<file path="src/rtl/multicycle_main_control.sv">
// Main control FSM for the 32-bit multicycle processor: sequences fetch, decode,
// execute, memory and writeback, and drives every datapath select and write strobe.
module multicycle_main_control (
    input  logic       clk,
    input  logic       rst_n,
    input  logic [5:0] Op,
    input  logic       Zero,
    input  logic       mem_ready,
    output logic       IorD,
    output logic       MemWrite,
    output logic       IRWrite,
    output logic       RegDst,
    output logic       MemtoReg,
    output logic       RegWrite,
    output logic       ALUSrcA,
    output logic [1:0] ALUSrcB,
    output logic [1:0] ALUOp,
    output logic [1:0] PCSrc,
    output logic       PCWrite,
    output logic       Branch,
    output logic       PCEn,
    output logic       illegal_op,
    output logic [3:0] state
);

    typedef enum logic [3:0] {
        FETCH   = 4'd0,
        DECODE  = 4'd1,
        MEMADR  = 4'd2,
        MEMRD   = 4'd3,
        MEMWB   = 4'd4,
        MEMWR   = 4'd5,
        RTYPEEX = 4'd6,
        RTYPEWB = 4'd7,
        BEQEX   = 4'd8,
        ADDIEX  = 4'd9,
        ADDIWB  = 4'd10,
        JEX     = 4'd11
    } state_e;

    localparam logic [5:0] OP_LW    = 6'b100011;
    localparam logic [5:0] OP_SW    = 6'b101011;
    localparam logic [5:0] OP_RTYPE = 6'b000000;
    localparam logic [5:0] OP_BEQ   = 6'b000100;
    localparam logic [5:0] OP_ADDI  = 6'b001000;
    localparam logic [5:0] OP_J     = 6'b000010;

    state_e state_q;
    state_e state_d;

    logic       iorD_raw;
    logic       memWrite_raw;
    logic       irWrite_raw;
    logic       regDst_raw;
    logic       memtoReg_raw;
    logic       regWrite_raw;
    logic       aluSrcA_raw;
    logic [1:0] aluSrcB_raw;
    logic [1:0] aluOp_raw;
    logic [1:0] pcSrc_raw;
    logic       pcWrite_raw;
    logic       branch_raw;
    logic       illegal_raw;

    always_ff @(posedge clk) begin
        if (!rst_n) begin
            state_q <= FETCH;
        end else begin
            state_q <= state_d;
        end
    end

    // Unused encodings 12-15 fall into the default arm and recover to FETCH.
    always_comb begin
        state_d     = state_q;
        illegal_raw = 1'b0;
        case (state_q)
            FETCH: begin
                if (mem_ready) state_d = DECODE;
            end
            DECODE: begin
                case (Op)
                    OP_LW, OP_SW: state_d = MEMADR;
                    OP_RTYPE:     state_d = RTYPEEX;
                    OP_BEQ:       state_d = BEQEX;
                    OP_ADDI:      state_d = ADDIEX;
                    OP_J:         state_d = JEX;
                    default: begin
                        state_d     = FETCH;
                        illegal_raw = 1'b1;
                    end
                endcase
            end
            MEMADR: begin
                if (Op == OP_SW)      state_d = MEMWR;
                else if (Op == OP_LW) state_d = MEMRD;
                else                  state_d = FETCH;
            end
            MEMRD: begin
                if (mem_ready) state_d = MEMWB;
            end
            MEMWR: begin
                if (mem_ready) state_d = FETCH;
            end
            RTYPEEX: state_d = RTYPEWB;
            ADDIEX:  state_d = ADDIWB;
            MEMWB, RTYPEWB, ADDIWB, BEQEX, JEX: state_d = FETCH;
            default: state_d = FETCH;
        endcase
    end

    always_comb begin
        iorD_raw     = 1'b0;
        memWrite_raw = 1'b0;
        irWrite_raw  = 1'b0;
        regDst_raw   = 1'b0;
        memtoReg_raw = 1'b0;
        regWrite_raw = 1'b0;
        aluSrcA_raw  = 1'b0;
        aluSrcB_raw  = 2'b00;
        aluOp_raw    = 2'b00;
        pcSrc_raw    = 2'b00;
        pcWrite_raw  = 1'b0;
        branch_raw   = 1'b0;
        case (state_q)
            FETCH: begin
                aluSrcB_raw = 2'b01;
                irWrite_raw = mem_ready;
                pcWrite_raw = mem_ready;
            end
            DECODE: begin
                aluSrcB_raw = 2'b11;
            end
            MEMADR, ADDIEX: begin
                aluSrcA_raw = 1'b1;
                aluSrcB_raw = 2'b10;
            end
            MEMRD: begin
                iorD_raw = 1'b1;
            end
            MEMWR: begin
                iorD_raw     = 1'b1;
                memWrite_raw = 1'b1;
            end
            MEMWB: begin
                memtoReg_raw = 1'b1;
                regWrite_raw = 1'b1;
            end
            RTYPEEX: begin
                aluSrcA_raw = 1'b1;
                aluOp_raw   = 2'b10;
            end
            RTYPEWB: begin
                regDst_raw   = 1'b1;
                regWrite_raw = 1'b1;
            end
            BEQEX: begin
                aluSrcA_raw = 1'b1;
                aluOp_raw   = 2'b01;
                pcSrc_raw   = 2'b01;
                branch_raw  = 1'b1;
            end
            ADDIWB: begin
                regWrite_raw = 1'b1;
            end
            JEX: begin
                pcSrc_raw   = 2'b10;
                pcWrite_raw = 1'b1;
            end
            default: begin
                iorD_raw = 1'b0;
            end
        endcase
    end

    // During reset every strobe is killed and the selects present their FETCH values.
    always_comb begin
        IorD       = iorD_raw;
        MemWrite   = memWrite_raw;
        IRWrite    = irWrite_raw;
        RegDst     = regDst_raw;
        MemtoReg   = memtoReg_raw;
        RegWrite   = regWrite_raw;
        ALUSrcA    = aluSrcA_raw;
        ALUSrcB    = aluSrcB_raw;
        ALUOp      = aluOp_raw;
        PCSrc      = pcSrc_raw;
        PCWrite    = pcWrite_raw;
        Branch     = branch_raw;
        illegal_op = illegal_raw;
        if (!rst_n) begin
            IorD       = 1'b0;
            MemWrite   = 1'b0;
            IRWrite    = 1'b0;
            RegDst     = 1'b0;
            MemtoReg   = 1'b0;
            RegWrite   = 1'b0;
            ALUSrcA    = 1'b0;
            ALUSrcB    = 2'b01;
            ALUOp      = 2'b00;
            PCSrc      = 2'b00;
            PCWrite    = 1'b0;
            Branch     = 1'b0;
            illegal_op = 1'b0;
        end
        PCEn = PCWrite | (Branch & Zero);
    end

    assign state = state_q;

endmodule

</file>
<file path="config.mk">
export PLATFORM = sky130hd
export DESIGN_NAME = multicycle_main_control
export DESIGN_NICKNAME = d
export VERILOG_FILES = /design/src/rtl/multicycle_main_control.sv
export SDC_FILE = /design/constraint.sdc
export NUM_CORES = 1
export LEC_CHECK = 0
export CAP_MARGIN = 15
export CORE_MARGIN = 1.5
export CORE_UTILIZATION = 40
export DETAILED_ROUTE_END_ITERATION = 12
export PLACE_DENSITY = 0.82
export SLEW_MARGIN = 40
export SYNTH_ARGS = -nofsm -noshare
export SYNTH_HDL_FRONTEND = slang
export SYNTH_SLANG_ARGS = --single-unit
</file>
<file path="constraint.sdc">
create_clock -name clk -period 3.82 [get_ports clk]
set_clock_uncertainty 0.05 [all_clocks]
set_input_delay 0.955 -clock clk [delete_from_list [all_inputs] [get_ports clk]]
set_output_delay 0.955 -clock clk [all_outputs]
set_load 0.005 [all_outputs]
</file>
== Yosys cells after proc, flatten, opt, wreduce, memory -nomap -nowiden ==
Cells that the tools add are included.
Cells by class
  multiplexer cells: 34
  bitwise gates (word level): 2
  reductions and logical operators: 9
  equal/unequal tests: 19
Operator list (number)
  $pmux W4 S7: 1
  $mux W1: 20
  $pmux W4 S5: 1
  $eq A4 B3 Y1 const B: 4
  $eq A4 B4 Y1 const B: 4
  $eq A6 B6 Y1 const B: 2
  $mux W4: 3
  $eq A4 B2 Y1 const B: 2
  $mux W2: 4
  $pmux W2 S2: 2
  $eq A6 B2 Y1 const B: 1
  $eq A6 B3 Y1 const B: 1
  $eq A6 B4 Y1 const B: 1
  $logic_not A6 Y1: 1
  $ne A2 B2 Y1 const B: 3
  $pmux W2 S3: 1
  $reduce_or A2 Y1: 3
  $reduce_or A6 Y1: 1
  $eq A4 B1 Y1 const B: 1
  $logic_not A4 Y1: 1
  $reduce_or A4 Y1: 1
  $mux W3: 1
  $reduce_and A3 Y1: 1
  $reduce_or A3 Y1: 1
  3 further kinds: 3
Storage, ports and cells
  register bits: 4
  input bits: 10
  output and inout bits: 21
  logic and storage cells: 65

== Depth between registers and ports, before layout ==
Gate-level depths: netlist of run 1.
  depth in word-level cells: 5
  mapped depth: 5
  mapped depth without buffers: 4

== Least setup slack after synthesis of run 1 ==
No wires, ideal clock.
  kind: input port to output port
  start: input port rst_n
  end: output port illegal_op
  data required time: 2.815 ns
  cell stages on the path: 4
  arrival: 1.777 ns
  path slack: 1.038 ns
  cells stage by stage: clkbuf_2 nor2b_1 nand3_1 a2111oi_0
Between the ends
  cells in the longest elaborated chain, start to end: 1
RTL lines
  from (decl): line 5  | input logic rst_n,
  $mux W1: line 191  | if (!rst_n) begin
  to (decl): line 22  | output logic illegal_op,
No other way between the ends.

== Worst setup path after layout of run 1 ==
  start: input port Op[3]
  end: output port illegal_op
Between the ends
  cells in the longest elaborated chain, start to end: 5
RTL lines
  from (decl): line 6  | input logic [5:0] Op,
  $eq A6 B6 Y1, or another cell as far along: line 82  | case (Op)
  $reduce_or A6 Y1 (no source line) *
  $mux W1 *: line 82
  $mux W1 *: line 77  | case (state_q)
  $mux W1 *: line 191
Every way passes the cells marked *; elsewhere a longest branch is shown, timed or not.

==> impl_metrics.csv, run 1 <==
group,metric,value,unit
global_route,grt_pass1_vias,575,
timing,rsz0062_at_grt,"no",
timing,min_period_over_period,92.4,%
routing,vias_per_cell,5.60,
routing,drc_errors,0,
timing,max-slew-margin-rel,58.9,%
layout,largest_reg_flops,4,
floorplan,io_pins,31,
logic_synthesis,syn_nets,90,
logic_synthesis,synth.avg_cell_area,7.08,sq um
pwr,p_leak,0.000327,uW
routing,wl_per_cell,12.7,um
critical_path,crit_chain,"clkdlybuf4s50_1, xor2_1, o21ai_0, nor4_1, a2111oi_1, dlygate4sd2_1",
cts,clk_pin_slew,0.03,ns
cts,post_cts_buffers,0,
timing,tns,0,ns
place,dp_hpwl,1180,um
logic_synthesis,synthTopCellsByCount,"nor2_1, nand2_1, o21ai_0",
critical_path,endpoint_kind,"primary output",
pwr,power,148,uW
global_route,met1_usage,27.1,%
critical_path,cp_slowest_cell,"clkdlybuf4s50_1",
critical_path,cp_top_family,"buffers and inverters",
logic_synthesis,synth-edff-count,0,
routing,first_pass_iters,4,
cts,ctsHoldBuffers,0,
logic_synthesis,synth_area_leader_cell,"dfxtp_1",
global_route,busiest_layer,"met2",
logic_synthesis,yosysWarnings,0,
critical_path,slowest_delay,0.47,ns
routing,first_iter_violations,9,
layout,area_growth,56.7,%
floorplan,die_area,1650,sq um
global_route,antenna_found_initial,0,
cts,root_buffer,"clkbuf_4",
logic_synthesis,async_flop_share,0,%
worst_hold_path,hold_class,"flip-flop to flip-flop",
timing,fin_worst_hold_slack,0.700,ns
timing,maxSlewViolCount,0,
floorplan,initial_core_util,43.0,%
cts,cts_tree,"yes",
layout,drive_above_1_share,9.01,%
floorplan,dieWidth,40.6,um
routing,drt_wl_total,1600,um
timing,finalCriticalPeriod,3.53,ns
place,port_buffers,30,
critical_path,start_kind,"input pin",
critical_path,worstPathRequired,2.81,ns
pwr,powerDensity,167,nW/um^2
global_route,grt_overflow_total,0,
logic_synthesis,netlist_area,567,sq um
layout,stdcell_count,126,
timing,worst_pin_slew,0.616,ns
timing,max_freq,0.283,GHz
global_route,met3_usage,3.26,%
logic_synthesis,ys_seq_area_share,14.1,%
floorplan,die-height,40.6,um
logic_synthesis,ys.flop_type,"dfxtp_1",
logic_synthesis,yosys-top-cells-area,"dfxtp_1, nor2_1, buf_6, o21ai_0, nand2_1",
global_route,grt.total_usage,21.2,%
critical_path,crit_type,"input pin to primary output",
place,dp.cells,123,
cts,cts_resized,2,
global_route,use_met2,39.3,%
cts,insertion_delay,0.23,ns
logic_synthesis,yosysMostFrequentCell,"nor2_1",
global_route,grt_pass1_wl,2420,um
cts,cts.sinks,4,
logic_synthesis,synth_top_area_share,14.1,%
timing,setup_viol,0,
place,place_congestion,0.856,
pwr,ir_drop,0.000215,V
logic_synthesis,ys_types,39,
timing,timing.final.hold_violations,0,
layout,num_antenna_cells,0,
status,status,"completed",
global_route,grt_start_max_net_pins,23,
cts,cts_buffers,3,
cts,cts_buffer_depth,2,
run,drv_cap,0,
floorplan,rows,13,
critical_path,critPathMaxFanout,4,
floorplan,coreArea,1320,sq um
routing,vias,706,
routing,ant_nets,0,
logic_synthesis,synth_cells,80,
logic_synthesis,synth_seq_cells,4,
layout,nNetsFinal,123,
cts,htree_levels,1,
critical_path,critical_path_buf_inv_count,2,
critical_path,cp.arrival,2.52,ns
==> metrics by stage <==
step	cell area, sq um	setup WS (ns)	utilization [%]
6_report	888	0.291	67.4
5_1_grt	888	0.144	67.4
4_1_cts	888	0.282	67.4
3_5_place_dp	866	-0.0579	65.7
3_3_place_gp	866	0.0336	65.7
2_1_floorplan	567	1.04	-
==> cells by family (layout without fill, tap and decap cells) <==
| logic type | count (synthesis) | count (layout) | share of synthesized area (%) |
|---|---|---|---|
| DFF | 4 | 4 | 14.1 |
| xor gates and xnor gates | 1 | 1 | 1.55 |
| buffers and inverters | 7 | 38 | 10.2 |
| AOI/OAI and AO/OA | 26 | 26 | 31.4 |
| and+or+nand+nor | 42 | 42 | 42.8 |
==> worst register-to-register path: stages (launching register included) <==
cell and delay, ns:
dfxtp_1 0.60, nand2b_1 0.21, a21oi_1 0.06, a211o_1 0.28
a31oi_1 0.18
==> power breakdown <==
group	internal (uW)	switching, uW	total [uW]	leakage (uW)
logic	28.3	22.0	50.3	0.000280
registers	43.2	5.42	48.6	0.0000325
clock network	34.9	14.5	49.5	0.0000138
total	106	42.0	148	0.000327
==> cell type report <==
type	instances	area, sq um
multi-input cells	69	430
clock buffers	3	22.5
well taps	15	18.8
flip-flops and latches	4	80.1
repair buffers	35	337
fillers	109	429
==> cells in the final DEF (no fill, tap or decap), types with 2 or more instances in the layout <==
cell             count
o31ai_1              2
a21oi_1              4
buf_4                5
o21ai_0              6
dfxtp_1              4
clkdlybuf4s50_1     29
nand2_1              7
and4b_1              2
nor3_1               2
nor2b_1              2
nor2_1              12
nand2b_1             4
clkbuf_4             3
nand3_1              3
a31oi_1              2
==> final timing paths <==
path / slack [ns] / start / end / cells past startpoint
worst min-delay path: 0.70 / state[0]$_SDFFE_PN0P_ / state[0]$_SDFFE_PN0P_ / 2
worst min register to register: 0.70 / state[0]$_SDFFE_PN0P_ / state[0]$_SDFFE_PN0P_ / 2
worst max register to register: 2.36 / state[1]$_SDFFE_PN0P_ / state[0]$_SDFFE_PN0P_ / 4
worst max-delay path: 0.29 / Op[3] / illegal_op / 6
==> layer usage <==
layer | up-vias | routed length, um | part of all wire, %
met2 | 28 | 725 | 45
li1 | 363 | - | -
met5 | - | 0 | 0
met1 | 315 | 769 | 48
met3 | 0 | 102 | 6.4
met4 | 0 | 0 | 0
(Power assumes the default switching activity.)
==> run 2, diff against run 1 <==
--- a/config.mk
+++ b/config.mk
@@ -6,10 +6,10 @@
 export NUM_CORES = 1
 export LEC_CHECK = 0
 export CAP_MARGIN = 15
-export CORE_MARGIN = 1.5
-export CORE_UTILIZATION = 40
+export CORE_AREA = 2 2 39 41
 export DETAILED_ROUTE_END_ITERATION = 12
-export PLACE_DENSITY = 0.82
+export DIE_AREA = 0 0 41 43
+export DONT_BUFFER_PORTS = 1
 export SLEW_MARGIN = 40
 export SYNTH_ARGS = -nofsm -noshare
 export SYNTH_HDL_FRONTEND = slang
==> run 2 against run 1 <==
Net effect:
- sequential power hardly changed
- final cell count is 27% lower
- highest routed layer unchanged
- global-route usage is 3.4 points lower
==> impl_metrics.csv, run 2 (same netlist as run 1, synthesis figures left out) <==
group,metric,value,unit
routing,first_pass_iters,4,
floorplan,io_pins,31,
global_route,antenna_found_initial,0,
cts,insertion_delay,0.23,ns
global_route,grt.total_usage,17.9,%
timing,setup_viol,0,
critical_path,critPathMaxFanout,6,
timing,worst_pin_slew,0.612,ns
global_route,grt_pass1_vias,496,
layout,final_cell_mix,"nor2_1, nand2_1, o21ai_0",
floorplan,rows,14,
critical_path,critical_path_buf_inv_count,0,
critical_path,slowest_delay,0.58,ns
cts,cts_buffer_depth,2,
global_route,grt_overflow_total,0,
routing,drc_errors,0,
layout,num_antenna_cells,0,
critical_path,endpoint_kind,"primary output",
cts,htree_levels,1,
pwr,ir_drop,0.000114,V
place,place_congestion,0.729,
timing,maxSlewViolCount,0,
status,status,"completed",
layout,fillCellCount,153,
cts,ctsHoldBuffers,0,
routing,ant_nets,0,
cts,root_buffer,"clkbuf_4",
timing,min_period_over_period,76.5,%
pwr,p_leak,0.000189,uW
cts,post_cts_buffers,0,
routing,drt_wl_total,1370,um
layout,nNetsFinal,88,
timing,setup_ws,0.897,ns
place,place_ws,0.917,ns
critical_path,start_kind,"input pin",
floorplan,initial_core_util,41.0,%
critical_path,crit_chain,"xor2_1, o21ai_0, nor4_1, a2111oi_0",
floorplan,dieWidth,41,um
critical_path,r2r_cells,4,
critical_path,crit_type,"input pin to primary output",
critical_path,cp_top_family,"compound AO/OA/AOI/OAI gates",
cts,cts_buffers,3,
routing,first_iter_violations,9,
cts,cts.sinks,4,
worst_hold_path,hold_path_depth,2,
critical_path,rrSetupSlack,2.40,ns
pwr,powerDensity,219,nW/um^2
routing,wl_per_cell,14.9,um
critical_path,cp_slowest_cell,"a2111oi_0",
worst_hold_path,hold_class,"flip-flop to flip-flop",
cts,clk_pin_slew,0.03,ns
routing,vias_per_cell,6.40,
cts,cts_tree,"yes",
place,dp_hpwl,980,um
run,drv_cap,0,
global_route,grt_start_max_net_pins,23,
routing,vias,589,
timing,tns,0,ns
layout,largest_reg_flops,4,
critical_path,cp.arrival,1.92,ns
timing,finalCriticalPeriod,2.92,ns
floorplan,coreArea,1380,sq um
place,port_buffers,0,
timing,rsz0062_at_grt,"no",
floorplan,die_area,1760,sq um
timing,max_freq,0.342,GHz
global_route,grt_pass1_wl,2240,um
critical_path,critical_path_depth,4,
cts,cts_resized,0,
layout,layout_commonest_cell,"nor2_1",
timing,timing.final.hold_violations,0,
layout,drive_above_1_share,6.58,%
layout,area_growth,-2.65,%
timing,max-slew-margin-rel,58.1,%
critical_path,worstPathRequired,2.81,ns
floorplan,die-height,43,um
## run 2: final timing paths
check / to / from
worst max-delay path: illegal_op / Op[3]
worst max register to register: state[0]$_SDFFE_PN0P_ / state[1]$_SDFFE_PN0P_
worst min-delay path: state[1]$_SDFFE_PN0P_ / state[1]$_SDFFE_PN0P_
worst min register to register: state[1]$_SDFFE_PN0P_ / state[1]$_SDFFE_PN0P_
## run 2: area by class of cell
cell class                      count  area [sq um]  area share [%]
Sequential cell                     4          80.1            14.5
Tap cell                           16          20.0            3.63
Clock buffer                        3          22.5            4.08
Multi-Input combinational cell     69           429            77.8
## run 2: routing by layer
layer / up-vias / global-route usage [%] / part of all wire [%]
met3: 0 / 8.38 / 11
li1: 292 / - / -
met2: 31 / 24.1 / 46
met4: 0 / 6.00 / 0
met5: - / 0 / 0
met1: 266 / 24.4 / 43
## run 2: worst reg2reg max path, delay by kind of cell (launching register included)
| kind | cells | cell delay, ns |
|---|---|---|
| flops | 1 | 0.62 |
| compound gates | 3 | 0.49 |
| simple gates | 1 | 0.20 |
## run 2: through the flow
stage	utilization [%]	area (sq um)	std cells	hold slack, ns	total power, uW
after floorplan	-	567	80	0.530	71.5
after global placement	38.2	529	89	0.684	70.9
after detailed placement	38.2	529	89	0.693	70.3
after CTS	39.9	552	92	0.702	123
after global routing	39.9	552	92	0.764	133
final	39.9	552	92	0.701	121
## run 2: report_power, final
group | leakage (uW) | total (uW) | internal (uW) | switching [uW]
registers | 0.0000325 | 48.9 | 43.2 | 5.68
clock network | 0.0000138 | 50.9 | 35.0 | 15.9
logic | 0.000143 | 20.9 | 10.3 | 10.6
total | 0.000189 | 121 | 88.5 | 32.2
==> run 3, diff against run 2 <==
==> constraint.sdc (replaced) <==
create_clock -name clk -period 2.7 [get_ports clk]
set_clock_uncertainty 0.05 [all_clocks]
set_input_delay 0.675 -clock clk [delete_from_list [all_inputs] [get_ports clk]]
set_output_delay 0.675 -clock clk [all_outputs]
set_load 0.005 [all_outputs]
==> run 3 against run 2 <==
Net effect:
- combinational power is 78% higher
- critical path depth is the same
- sequential share of layout area decreased by 0.57 points
- final cell count is 3.3% higher
- routed wire length is 4.9% higher
- largest cell class unchanged
- hold slack worse by 0.18 ns
- global-route usage rose by 0.90 points
==> impl_metrics.csv, run 3 (same netlist as run 1, synthesis figures left out) <==
group,metric,value,unit
floorplan,coreArea,1380,sq um
timing,tns,0,ns
critical_path,crit_chain,"xor2_1, o21ai_0, nor4_1, a2111oi_0",
cts,cts_buffer_depth,2,
critical_path,slowest_delay,0.53,ns
critical_path,critical_path_buf_inv_count,0,
critical_path,crit_type,"input pin to primary output",
floorplan,initial_core_util,41.0,%
timing,min_period_over_period,86.4,%
pwr,powerDensity,303,nW/um^2
routing,drc_errors,0,
timing,max-slew-margin-rel,61.5,%
global_route,grt_pass1_vias,547,
place,place_congestion,0.777,
timing,timing.final.hold_violations,0,
cts,htree_levels,1,
critical_path,cp_top_family,"compound AO/OA/AOI/OAI gates",
critical_path,cp.arrival,1.61,ns
place,place_ws,0.359,ns
routing,wl_per_cell,15.1,um
layout,post-route-cell-area,574,sq um
critical_path,cp_slowest_cell,"a2111oi_0",
routing,vias,593,
layout,layout_commonest_cell,"nor2_1",
critical_path,endpoint_kind,"primary output",
global_route,antenna_found_initial,0,
routing,ant_nets,0,
timing,setup_ws,0.367,ns
cts,post_cts_buffers,0,
floorplan,io_pins,31,
routing,first_iter_violations,17,
timing,rsz0062_at_grt,"no",
layout,num_antenna_cells,0,
layout,multi_input_area,429,sq um
layout,fillCellCount,152,
global_route,grt_overflow_total,0,
cts,cts_buffers,3,
timing,fin_worst_hold_slack,0.519,ns
critical_path,worstPathRequired,1.98,ns
cts,cts_resized,0,
layout,final_cell_mix,"nor2_1, nand2_1, o21ai_0",
routing,first_pass_iters,4,
timing,maxSlewViolCount,0,
layout,drive_above_1_share,10.1,%
place,postPlaceCellArea,552,sq um
timing,finalCriticalPeriod,2.33,ns
global_route,grt_start_max_net_pins,17,
floorplan,rows,14,
cts,cts_tree,"yes",
cts,ctsHoldBuffers,0,
global_route,grt.total_usage,18.8,%
worst_hold_path,hold_class,"input pin to flip-flop",
floorplan,die_area,1760,sq um
routing,vias_per_cell,6.24,
cts,clk_pin_slew,0.04,ns
timing,setup_viol,0,
cts,insertion_delay,0.23,ns
timing,worst_pin_slew,0.563,ns
critical_path,critPathMaxFanout,6,
routing,drt_wl_total,1440,um
pwr,ir_drop,0.000263,V
place,dp_hpwl,1030,um
pwr,p_leak,0.000204,uW
critical_path,start_kind,"input pin",
layout,largest_reg_flops,4,
layout,regArea,80.1,sq um
floorplan,dieWidth,41,um
layout,area_growth,1.32,%
place,port_buffers,0,
status,status,"completed",
layout,nNetsFinal,91,
global_route,grt_pass1_wl,2370,um
cts,cts.sinks,4,
run,drv_cap,0,
timing,max_freq,0.429,GHz
cts,root_buffer,"clkbuf_4",
floorplan,die-height,43,um
-- run 3: final cells by class --
class	instances	share of cell area [%]
timing repair buffer	3	3.92
sequential	4	13.9
clock buffer	3	3.92
tap	16	3.49
multi-input combinational	69	74.7
-- run 3: final timing paths --
| kind | start | end | slack (ns) | depth (start not counted) |
|---|---|---|---|---|
| max reg2reg | state[0]$_SDFFE_PN0P_ | state[0]$_SDFFE_PN0P_ | 1.30 | 5 |
| max | Op[3] | illegal_op | 0.37 | 4 |
| min reg2reg | state[1]$_SDFFE_PN0P_ | state[1]$_SDFFE_PN0P_ | 0.66 | 3 |
| min | mem_ready | state[2]$_SDFFE_PN0P_ | 0.52 | 1 |
-- run 3: power breakdown --
part	total, uW	leakage, uW	internal (uW)	switching (uW)
sequential	65.3	0.0000325	61.1	4.22
clock	71.3	0.0000138	49.5	21.8
combinational	37.2	0.000158	16.4	20.8
-- run 3: metrics by stage --
step	power [uW]	instances	utilization, %
4_1_cts	179	95	41.5
5_1_grt	194	95	41.5
3_5_place_dp	103	92	39.9
6_report	174	95	41.5
3_3_place_gp	103	92	39.9
2_1_floorplan	101	80	-
-- run 3: routing by layer --
layer | part of all wire, % | track usage [%]
met5 | 0 | 0
met4 | 0 | 3.33
met3 | 9.4 | 8.38
met2 | 44 | 24.1
met1 | 46 | 28.5
